--- src/rtl/regfile_multiport_sb.sv ---
// Multi-port register file with a pending-write scoreboard and a sequenced bulk-clear engine.
// Define REGFILE_BYPASS_EN to forward same-cycle write data and pending state to matching read ports.
module regfile_multiport_sb #(
  parameter int DATA_W   = 32,
  parameter int ADDR_W   = 5,
  parameter int NUM_READ = 2,
  parameter int ZERO_REG = 1
) (
  input  logic                       clk,
  input  logic                       rst,
  input  logic                       we,
  input  logic [ADDR_W-1:0]          wa,
  input  logic [DATA_W-1:0]          wd,
  input  logic [NUM_READ*ADDR_W-1:0] ra,
  output logic [NUM_READ*DATA_W-1:0] rd,
  output logic [NUM_READ-1:0]        pend,
  input  logic                       mark_en,
  input  logic [ADDR_W-1:0]          mark_a,
  input  logic                       clr_req,
  output logic                       busy,
  output logic                       clr_done
);

  localparam int DEPTH = 1 << ADDR_W;
  localparam logic [ADDR_W-1:0] CNT_MAX = {ADDR_W{1'b1}};

  typedef enum logic [1:0] {IDLE, CLEAR, DONE} state_t;

  state_t              state, state_nxt;
  logic [ADDR_W-1:0]   cnt;
  logic [DATA_W-1:0]   mem [DEPTH];
  logic [DEPTH-1:0]    pendbit;
  logic                wr_ok, mk_ok;
  logic [ADDR_W-1:0]   idx;

  // Writes and marks only land while idle, and never on the hardwired zero entry.
  assign wr_ok = (state == IDLE) && we && !((ZERO_REG != 0) && (wa == '0));
  assign mk_ok = (state == IDLE) && mark_en && !((ZERO_REG != 0) && (mark_a == '0));

  assign busy     = (state == CLEAR);
  assign clr_done = (state == DONE);

  always_ff @(posedge clk or posedge rst) begin
    if (rst) begin
      state <= IDLE;
      cnt   <= '0;
    end else begin
      state <= state_nxt;
      if (state == CLEAR)
        cnt <= cnt + 1'b1;
      else
        cnt <= '0;
    end
  end

  always_comb begin
    state_nxt = state;
    case (state)
      IDLE:    if (clr_req) state_nxt = CLEAR;
      CLEAR:   if (cnt == CNT_MAX) state_nxt = DONE;
      DONE:    state_nxt = IDLE;
      default: state_nxt = IDLE;
    endcase
  end

  always_ff @(posedge clk or posedge rst) begin
    if (rst) begin
      for (int i = 0; i < DEPTH; i++) mem[i] <= '0;
    end else if (state == CLEAR) begin
      mem[cnt] <= '0;
    end else if (wr_ok) begin
      mem[wa] <= wd;
    end
  end

  // The mark is applied after the write so a new producer supersedes the retiring one.
  always_ff @(posedge clk or posedge rst) begin
    if (rst) begin
      pendbit <= '0;
    end else if (state == CLEAR) begin
      pendbit[cnt] <= 1'b0;
    end else begin
      if (wr_ok) pendbit[wa]     <= 1'b0;
      if (mk_ok) pendbit[mark_a] <= 1'b1;
    end
  end

  always_comb begin
    rd   = '0;
    pend = '0;
    idx  = '0;
    for (int k = 0; k < NUM_READ; k++) begin
      idx = ra[k*ADDR_W +: ADDR_W];
      rd[k*DATA_W +: DATA_W] = mem[idx];
      pend[k]                = pendbit[idx];
`ifdef REGFILE_BYPASS_EN
      if (wr_ok && (wa == idx)) begin
        rd[k*DATA_W +: DATA_W] = wd;
        pend[k]                = mk_ok && (mark_a == wa);
      end
`endif
      if ((ZERO_REG != 0) && (idx == '0)) begin
        rd[k*DATA_W +: DATA_W] = '0;
        pend[k]                = 1'b0;
      end
    end
  end

endmodule

--- config.mk ---
export PLATFORM = sky130hd
export DESIGN_NAME = regfile_multiport_sb
export DESIGN_NICKNAME = d
export VERILOG_FILES = /design/src/rtl/regfile_multiport_sb.sv
export SDC_FILE = /design/constraint.sdc
export NUM_CORES = 2
export LEC_CHECK = 0
export CAP_MARGIN = 20
export CORE_MARGIN = 1.5
export CORE_UTILIZATION = 55
export DETAILED_ROUTE_END_ITERATION = 12
export PLACE_DENSITY_LB_ADDON = 0.08
export SLEW_MARGIN = 30
export SYNTH_ARGS = -nofsm -noshare
export SYNTH_HDL_FRONTEND = slang
export SYNTH_SLANG_ARGS = --single-unit
--- constraint.sdc ---
create_clock -name clk -period 51.6 [get_ports clk]
set_clock_uncertainty 0.2 [all_clocks]
set_input_delay 5.16 -clock clk [delete_from_list [all_inputs] [get_ports clk]]
set_output_delay 5.16 -clock clk [all_outputs]
set_load 0.01 [all_outputs]
==> results.sh <==
export IMPL_dieHeight_um=323
export IMPL_status="completed"
export IMPL_numClockSinks=1063
export IMPL_grt_first_pass_wirelength_um=329000
export IMPL_cts_hold_fix_buffers=0
export IMPL_placed_area_um2=58500
export IMPL_cap_violations=0
export IMPL_rr_endpoint="mem[354]$_DFFE_PP0P_"
export IMPL_r2r_start="state[1]$_DFFE_PP0P_"
export IMPL_ys_seq_area_frac=0.473
export IMPL_wl_met1_um=84600
export IMPL_synth_top_family_by_area="multiplexers"
export IMPL_synth_area_mux_share=0.222
export IMPL_cts_resized=0
export IMPL_fin_crit_ns=15.48
export IMPL_clk_path_buf_depth=3
export IMPL_clk_latency_ns=0.72
export IMPL_synth_compound_area_frac=0.193
export IMPL_syn2layout_area_growth_pct=11.3
export IMPL_met3_length_um=34500
export IMPL_rr_worst_depth=9
export IMPL_pwr_density_cell_nw_per_um2=40.7
export IMPL_tns_ns=0
export IMPL_synth_simple_gate_area_frac=0.0673
export IMPL_tightest_slew_ns=1.09
export IMPL_dr_pass1_iters=6
export IMPL_rrSetupSlack_ns=46.79
export IMPL_arrival_ns=10.12
export IMPL_cp_top_family="buffers and inverters"
export IMPL_hold_viol_final=0
export IMPL_nNetsFinal=4413
export IMPL_critPathBufInv=5
export IMPL_top_layer_used="met5"
export IMPL_slew_viol_final=0
export IMPL_worstPathMaxFanout=57
export IMPL_leakage_nw=27.1
export IMPL_slowest_stage="buf_4"
export IMPL_numPortBuffers=124
export IMPL_cp_cell_sequence="buf_8 > buf_4 > buf_4 > buf_4 > mux2i_1 > a221oi_1 > o21ai_0 > a311oi_1 > clkdlybuf4s50_1"
export IMPL_final_cell_mix="1,063 x dfrtp_1, 753 x a22o_1, 502 x nand2_1"
export IMPL_max_stage_delay_ns=0.92
export IMPL_relSlewSlack=0.274
export IMPL_wire_per_inst_um=39.4
export IMPL_routabilityCongestion=0.893
export IMPL_drc=0
export IMPL_numCtsBuffers=114
export IMPL_final_common_cell="dfrtp_1"
export IMPL_avgSynthCellArea_um2=12.5
export IMPL_rsz0062_at_grt="false"
export IMPL_htree_levels=3
export IMPL_path_class="in2out"
export IMPL_path_clk_slew_ns=0.06
export IMPL_ys_types=56
export IMPL_finalInstanceArea_um2=62600
export IMPL_hold_path_class="reg2reg"
export IMPL_synth_fa_ha_area_frac=0.00111
export IMPL_critical_path_most_common_cell="buf_4"
export IMPL_via_per_inst=7.80
export IMPL_initial_core_util=0.553
export IMPL_synthArstFlopShare=1.00
export IMPL_grt_use_total=0.445
export IMPL_io_pins=125
export IMPL_yosys_warnings=0
export IMPL_dp_hpwl_um=123000
export IMPL_grt_max_degree=155
export IMPL_min_period_over_period=0.300
export IMPL_postRouteAntennaNets=0
export IMPL_setup_worst_path_start="ra[7]"
export IMPL_grt_pass1_vias=43855
export IMPL_cts_root_buf="clkbuf_16"
export IMPL_met2_length_um=97400
export IMPL_cts_tree="done"
export IMPL_syn_nets=4572
export IMPL_std_cell_rows=117
export IMPL_syn_cell_area_um2=56200
export IMPL_finalSetupViolCount=0
export IMPL_critPathCaptureType="output port"
export IMPL_drt_wl_total_um=229000
export IMPL_core_um2=102000
export IMPL_synth_edff_count=0
export IMPL_synth_xor_area_share=0.000312
export IMPL_fmax_ghz=0.0646
export IMPL_grt_overflow=0
export IMPL_antenna_found_initial=19
export IMPL_ys_seq_elements=1063
export IMPL_first_iter_violations=6580
export IMPL_utilization=0.616
export IMPL_critPathRequiredTime_ns=46.24
export IMPL_vias=45453
export IMPL_dieArea_um2=104000
export IMPL_crit_cells=9
export IMPL_cts_setup_buffers=0
export IMPL_postSynthCellCount=4510
export IMPL_cp_endpoint="rd[58]"
export IMPL_drive_gt1_frac=0.223
export IMPL_startpoint_type="input port"
export IMPL_power_total_w=0.00255
export IMPL_die_w_um=323
export IMPL_synthFlopType="dfrtp_1"
export IMPL_ir_drop_mv=0.0274
==> cells in the mapped netlist, drive strengths merged (5+ instances only) <==
cell type	number	area share
a31oi	9	0.0017
a22o	753	0.12
inv	11	0.00078
nor2	30	0.0021
clkbuf	329	0.022
o2111ai	17	0.0026
a311oi	66	0.010
a211oi	66	0.0088
and2	42	0.0047
nor3	13	0.0023
o21ai	380	0.034
nand2b	9	0.0010
dfrtp	1063	0.47
a21oi	11	0.00098
nor2b	71	0.0079
mux4	462	0.19
a22oi	67	0.0089
buf	224	0.020
nand2	503	0.034
mux2	66	0.013
mux2i	133	0.024
and3	9	0.0010
nor4	20	0.0048
ha	5	0.0011
nand3	74	0.0066
a221oi	49	0.0076
==> power breakdown <==
group          switching, W  internal (W)
Sequential         0.000114      0.000975
Clock              0.000364      0.000513
Combinational      0.000347      0.000234
==> layer usage <==
metal | vias to the layer above | global-route usage
met2 | 3902 | 0.616
met4 | 30 | 0.233
met3 | 848 | 0.173
met1 | 23416 | 0.607
met5 | - | 0.00417
li1 | 17257 | -
==> how the worst min path moves through the flow <==
stage                                from                    end  slack (ns)  depth (start not counted)
finish              mem[1009]$_DFFE_PP0P_  mem[1009]$_DFFE_PP0P_        0.31                          1
global placement    mem[1007]$_DFFE_PP0P_  mem[1007]$_DFFE_PP0P_        0.28                          1
global route         mem[580]$_DFFE_PP0P_   mem[580]$_DFFE_PP0P_        0.33                          1
floorplan            state[1]$_DFFE_PP0P_   state[0]$_DFFE_PP0P_        0.27                          1
detailed placement  mem[1003]$_DFFE_PP0P_  mem[1003]$_DFFE_PP0P_        0.29                          1
CTS                 mem[1002]$_DFFE_PP0P_  mem[1002]$_DFFE_PP0P_        0.31                          1
==> registers in the layout, indices dropped and copies added (netlist names) <==
name	cells
mem	1024
pendbit	32
cnt	5
state	2
==> kinds of logic after synthesis <==
family / after synthesis
XOR/XNOR: 2
adder cells (fa/ha/maj): 5
buffers and inverters: 564
AO/OA/AOI/OAI: 1423
AND/OR/NAND/NOR: 792
multiplexers: 661
flip-flops: 1063
==> area by class of cell <==
type | instances | area, µm²
clock inverter | 47 | 556
fill | 8103 | 39000
tap | 1368 | 1710
inverter | 11 | 53.8
antenna | 9 | 22.5
sequential | 1063 | 26600
multi-input combinational | 2883 | 27700
timing repair buffer | 278 | 2480
clock buffer | 167 | 3420
==> per-stage QoR <==
stage / instances / hold slack [ns] / worst slack [ns]
after floorplan: 4510 / 0.265 / 16.32
after CTS: 5816 / 0.310 / 36.28
final: 5826 / 0.311 / 36.12
after global placement: 5597 / 0.284 / 36.15
after global routing: 5819 / 0.325 / 36.16
after detailed placement: 5602 / 0.293 / 36.28
(Power assumes the default switching activity.)
